$ cat src/rtl/uart_cmd_parser.sv
// uart_cmd_parser: frames 55 AA CMD LEN D.. CS byte streams from the UART rx path.
// Optional inter-byte timeout is built in with `define UART_CMD_TIMEOUT_EN.
module uart_cmd_parser #(
  parameter int unsigned MAX_LEN     = 8,
  parameter int unsigned TIMEOUT_CYC = 312500
) (
  input  logic                 clk_i,
  input  logic                 rst_n_i,
  input  logic [7:0]           rx_data_i,
  input  logic                 rx_done_i,
  output logic                 frame_valid_o,
  output logic [7:0]           cmd_o,
  output logic [3:0]           len_o,
  output logic [MAX_LEN*8-1:0] payload_o,
  output logic                 err_o,
  output logic [1:0]           err_code_o,
  output logic                 busy_o
);

  localparam int IDX_W = (MAX_LEN > 1) ? $clog2(MAX_LEN) : 1;

  // LEN reaches len_o through 4 bits and the counter is 20 bits wide
  if (MAX_LEN < 1 || MAX_LEN > 15 ||
      TIMEOUT_CYC < 2 || TIMEOUT_CYC > 1048576) begin : g_bad_params
    $error("uart_cmd_parser: unsupported parameters");
  end

  typedef enum logic [2:0] {
    S_IDLE,
    S_HDR2,
    S_CMD,
    S_LEN,
    S_DATA,
    S_CSUM
  } state_t;

  state_t state_q, state_d;

  logic [7:0]               cmd_q;
  logic [3:0]               len_q;
  logic [3:0]               idx_q;
  logic [7:0]               sum_q;
  logic [MAX_LEN-1:0][7:0]  shadow_q;

  logic       ok_pulse;
  logic       err_pulse;
  logic [1:0] err_code_d;
  logic       len_bad;
  logic       last_data;
  logic       tmo_hit;

  assign len_bad   = rx_data_i > 8'(MAX_LEN);
  assign last_data = idx_q == (len_q - 4'd1);
  assign busy_o    = state_q != S_IDLE;

`ifdef UART_CMD_TIMEOUT_EN
  logic [19:0] tmo_cnt_q;

  assign tmo_hit = busy_o && !rx_done_i &&
                   (tmo_cnt_q == 20'(TIMEOUT_CYC - 1));

  // Inter-byte idle counter; restarts on every byte and while idle
  always_ff @(posedge clk_i or negedge rst_n_i) begin
    if (!rst_n_i) begin
      tmo_cnt_q <= '0;
    end else if (rx_done_i || !busy_o) begin
      tmo_cnt_q <= '0;
    end else begin
      tmo_cnt_q <= tmo_cnt_q + 20'd1;
    end
  end
`else
  assign tmo_hit = 1'b0;
`endif

  // State register
  always_ff @(posedge clk_i or negedge rst_n_i) begin
    if (!rst_n_i) begin
      state_q <= S_IDLE;
    end else begin
      state_q <= state_d;
    end
  end

  // Next state and frame verdict; a byte always wins over timeout
  always_comb begin
    state_d    = state_q;
    ok_pulse   = 1'b0;
    err_pulse  = 1'b0;
    err_code_d = 2'd0;
    if (rx_done_i) begin
      unique case (state_q)
        S_IDLE: begin
          if (rx_data_i == 8'h55) state_d = S_HDR2;
        end
        S_HDR2: begin
          if (rx_data_i == 8'hAA)      state_d = S_CMD;
          else if (rx_data_i == 8'h55) state_d = S_HDR2;
          else                         state_d = S_IDLE;
        end
        S_CMD: begin
          state_d = S_LEN;
        end
        S_LEN: begin
          if (len_bad) begin
            err_pulse  = 1'b1;
            err_code_d = 2'd1;
            state_d    = S_IDLE;
          end else if (rx_data_i == 8'h00) begin
            state_d = S_CSUM;
          end else begin
            state_d = S_DATA;
          end
        end
        S_DATA: begin
          if (last_data) state_d = S_CSUM;
        end
        S_CSUM: begin
          if (rx_data_i == sum_q) begin
            ok_pulse = 1'b1;
          end else begin
            err_pulse  = 1'b1;
            err_code_d = 2'd2;
          end
          state_d = S_IDLE;
        end
        default: state_d = S_IDLE;
      endcase
    end else if (tmo_hit) begin
      err_pulse  = 1'b1;
      err_code_d = 2'd3;
      state_d    = S_IDLE;
    end
  end

  // Frame capture into shadow, published only on a good checksum
  always_ff @(posedge clk_i or negedge rst_n_i) begin
    if (!rst_n_i) begin
      cmd_q         <= '0;
      len_q         <= '0;
      idx_q         <= '0;
      sum_q         <= '0;
      shadow_q      <= '0;
      frame_valid_o <= 1'b0;
      err_o         <= 1'b0;
      err_code_o    <= '0;
      cmd_o         <= '0;
      len_o         <= '0;
      payload_o     <= '0;
    end else begin
      frame_valid_o <= ok_pulse;
      err_o         <= err_pulse;
      if (err_pulse) err_code_o <= err_code_d;
      if (ok_pulse) begin
        cmd_o     <= cmd_q;
        len_o     <= len_q;
        payload_o <= shadow_q;
      end
      if (rx_done_i) begin
        unique case (state_q)
          S_CMD: begin
            cmd_q <= rx_data_i;
            sum_q <= rx_data_i;
          end
          S_LEN: begin
            if (!len_bad) begin
              len_q    <= rx_data_i[3:0];
              sum_q    <= sum_q + rx_data_i;
              idx_q    <= '0;
              shadow_q <= '0;
            end
          end
          S_DATA: begin
            shadow_q[idx_q[IDX_W-1:0]] <= rx_data_i;
            sum_q <= sum_q + rx_data_i;
            idx_q <= idx_q + 4'd1;
          end
          default: ;
        endcase
      end
    end
  end

endmodule
$ cat config.mk
export PLATFORM = sky130hd
export DESIGN_NAME = uart_cmd_parser
export DESIGN_NICKNAME = d
export VERILOG_FILES = /design/src/rtl/uart_cmd_parser.sv
export SDC_FILE = /design/constraint.sdc
export NUM_CORES = 1
export LEC_CHECK = 0
export ABC_CLOCK_PERIOD_IN_PS = 4600
export BUFFER_PORTS_ARGS = -buffer_cell sky130_fd_sc_hd__buf_2
export CAP_MARGIN = 25
export CORE_MARGIN = 5
export CORE_UTILIZATION = 55
export DETAILED_ROUTE_END_ITERATION = 16
export GPL_TIMING_DRIVEN = 0
export PLACE_DENSITY = 0.76
export SYNTH_ARGS = -nofsm -noshare
export SYNTH_HDL_FRONTEND = slang
export SYNTH_SLANG_ARGS = --single-unit
$ cat constraint.sdc
create_clock -name clk_i -period 4.6 [get_ports clk_i]
set_input_delay 1.15 -clock clk_i [delete_from_list [all_inputs] [get_ports clk_i]]
set_output_delay 1.15 -clock clk_i [all_outputs]
set_load 0.01 [all_outputs]
==> impl_metrics.sql <==
INSERT INTO impl_metrics (metric_group, metric, value, unit) VALUES
('synth', 'post_synth_inst_count', '759', ''),
('route', 'avgViaCountPerCell', '5.509', ''),
('placement', 'portBuffers', '90', ''),
('synth', 'synth_fa_ha_area_frac', '0.01865', ''),
('synth', 'async_flop_share', '1.000', ''),
('synth', 'netlist_top_cells_area', 'dfrtp_1, nand2_1, o21ai_0', ''),
('min_path', 'hold_class', 'register to register', ''),
('sta', 'drv_slew', '0', ''),
('route', 'drt_first_pass_iters', '5', ''),
('synth', 'yosysTopAreaCellShare', '0.6017', ''),
('worst_setup_path', 'end_kind', 'register', ''),
('synth', 'synth_xor_xnor_area_share', '0.01232', ''),
('sta', 'timing.final.crit_period', '3.420', 'ns'),
('worst_setup_path', 'critical_path_cell_count', '8', ''),
('sta', 'grt_setup_unrepaired', 'no', ''),
('worst_setup_path', 'reg2reg_depth', '7', ''),
('worst_setup_path', 'crit_type', 'input port to register', ''),
('route', 'first_iter_violations', '516', ''),
('job', 'maxCapViolCount', '0', ''),
('global_routing', 'grt_antenna_before_repair', '0', ''),
('clock_network', 'cts_root_buf', 'clkbuf_16', ''),
('sta', 'finalCritPeriodShare', '0.7434', ''),
('worst_setup_path', 'path_cells', 'buf_2, ha_1, nor4_1, nand4_1, clkbuf_1, clkbuf_1, nand2_1, nand2_1', ''),
('clock_network', 'clock_tree.buffer_depth', '2', ''),
('synth', 'yosys_warnings', '0', ''),
('floorplan', 'core_region_area', '12670', 'µm²'),
('placement', 'dpl_worst_slack', '0.8149', 'ns'),
('clock_network', 'cts_repair_resize_count', '0', ''),
('worst_setup_path', 'critical_path_required', '4.90', 'ns'),
('sta', 'timing.final.setup_violations', '0', ''),
('synth', 'synth_top_family_by_area', 'simple AND/OR/NAND/NOR gates', ''),
('clock_network', 'clock_tree.htree_level_count', '4', ''),
('clock_network', 'number_of_setup_buffers_added_after_cts', '0', ''),
('layout', 'nets', '890', ''),
('worst_setup_path', 'critical_path_buf_inv_count', '3', ''),
('layout', 'n_antenna_cell', '0', ''),
('synth', 'synth.avg_cell_area', '9.370', 'µm²'),
('synth', 'synth_edf_count', '0', ''),
('global_routing', 'globalRoute.totalOverflow', '0', ''),
('clock_network', 'tritoncts', 'done', ''),
('synth', 'synth_simple_gate_area_frac', '0.2224', ''),
('floorplan', 'chipHeight', '123.7', 'µm'),
('floorplan', 'start_util', '0.5613', ''),
('synth', 'yosys_top_cell_by_area', 'dfrtp_1', ''),
('synth', 'synth-compound-area-share', '0.09236', ''),
('worst_setup_path', 'timing.critical_path.arrival', '3.72', 'ns'),
('route', 'remaining_antenna_violation_count', '0', ''),
('clock_network', 'cts.sinks', '171', ''),
('placement', 'gpl_wtd_cong', '0.9168', ''),
('sta', 'report.final.hold_viol_count', '0', ''),
('clock_network', 'clkSlewWorstSetupHoldPaths', '0.06', 'ns'),
('worst_setup_path', 'crit_slowest_cell', 'nand4_1', ''),
('layout', 'final_layout_size_suffix_gt1_frac', '0.1750', ''),
('floorplan', 'ioPinCount', '92', ''),
('placement', 'hpwlAfterDp', '12100', 'µm'),
('global_routing', 'grt_start_max_net_pins', '88', ''),
('worst_setup_path', 'r2r_setup_slack', '1.74', 'ns'),
('global_routing', 'global_route_wire_length_before_repair', '28770', 'µm'),
('power', 'max-vdd-ir-drop', '0.2408', 'mV'),
('global_routing', 'track_usage', '0.2443', ''),
('outcome', 'result_of_the_run', 'complete, no violations', ''),
('sta', 'max_slew.worst_pin.slew', '0.6480', 'ns'),
('worst_setup_path', 'critical_path.startpoint_type', 'input port', ''),
('clock_network', 'ctsHoldBuffers', '0', ''),
('floorplan', 'std_cell_rows', '41', ''),
('floorplan', 'overall_die_area', '15300', 'µm²'),
('worst_setup_path', 'critPathMaxStageDelay', '0.60', 'ns'),
('sta', 'worst_clock_skew', '0.008700', 'ns'),
('synth', 'ys_seq_area_frac', '0.6017', ''),
('route', 'drt-total-wl', '17260', 'µm'),
('synth', 'synth-main-ff-cell', 'dfrtp_1', '');
[worst register-to-register path, stage by stage (launching register included)]
cell and delay (ns):
dfrtp_1 0.38, ha_1 0.35, nor4_1 0.41, nand4_1 0.60, clkbuf_1 0.41, clkbuf_1 0.36, nand2_1 0.16, nand2_1 0.07
[final timing paths]
path,start,endpoint
hold / removal,payload_o[6],payload_o[6]
setup / recovery,rx_data_i[4],cmd_o[1]
hold reg to reg,payload_o[6],payload_o[6]
max in group asynchronous,rst_n_i,shadow_q[3]
min in group asynchronous,rst_n_i,err_o
setup reg to reg,sum_q[4],cmd_o[1]
[cells by family (layout without fill, tap and decap cells)]
kind of cell,Yosys count,count (layout)
XOR/XNOR,10,10
flip-flops,171,171
AO/OA/AOI/OAI,117,117
buffers and inverters,45,166
multiplexers,17,17
AND/OR/NAND/NOR,389,389
adder cells (fa/ha/maj),10,10
[report_power, final]
group | leakage (nW) | internal, mW | switching, mW | total [mW]
Clock | 0.292 | 0.906 | 0.556 | 1.46
Combinational | 1.93 | 0.0233 | 0.0700 | 0.0932
Sequential | 2.35 | 1.52 | 0.00909 | 1.53
[synth_stat cells, drive strengths merged, types with 2 or more instances]
cell type    n
nand2      333
dfrtp      171
o21ai       91
clkbuf      20
buf         17
nor2        14
mux2        12
nor3        11
a21oi       10
ha           9
inv          8
nand3        8
xnor2        6
mux2i        5
nor4         4
xor2         4
a22oi        3
nand4        3
nor2b        3
o31ai        3
a21o         2
nand3b       2
o21bai       2
or3          2
[registers in the layout (all words and copies together), names as in the netlist, 3 cells and up]
signal / flops
cmd_o: 8
len_o: 4
idx_q: 4
cmd_q: 8
payload_o: 64
shadow_q: 64
sum_q: 8
state_q: 3
len_q: 4
[area by class of cell]
type / count / area (µm²)
clock inverter: 6 / 111.4
clock buffer: 24 / 491.7
sequential: 171 / 4279
buffer: 37 / 158.9
tap: 172 / 215.2
fill: 1047 / 4253
inverter: 8 / 30.03
timing repair buffer: 91 / 488.0
multi-input combinational: 543 / 2644
[cell usage in the layout (no fill, tap or decap), types with 9 or more instances in the layout]
cell,synthesis,routed
mux2_2,12,12
nor2_1,14,14
clkbuf_16,0,17
o21ai_0,72,72
dfrtp_1,171,171
nor3_1,9,9
a21oi_1,10,10
nand2_1,332,332
o21ai_1,18,18
ha_1,9,9
buf_2,15,104
clkbuf_1,19,22
[metal layers]
metal,track usage,share of wire,vias up
met2,0.3893,0.49,202
met5,0,0,-
li1,-,-,2705
met4,0.09827,0.026,0
met3,0.05268,0.061,36
met1,0.3286,0.42,2852
[through the flow]
stage / hold slack [ns] / power, mW / TNS (ns) / instances / area (µm²)
final: 0.4657 / 3.084 / 0 / 1052 / 8418
after global routing: 0.4906 / 3.180 / 0 / 1052 / 8418
after CTS: 0.4726 / 3.097 / 0 / 1052 / 8418
after detailed placement: 0.4563 / 1.649 / 0 / 1022 / 7815
after global placement: 0.4493 / 1.640 / -1.164 / 1021 / 7777
after floorplan: 0.4348 / 1.589 / 0 / 759 / 7112
(Power assumes the default switching activity.)
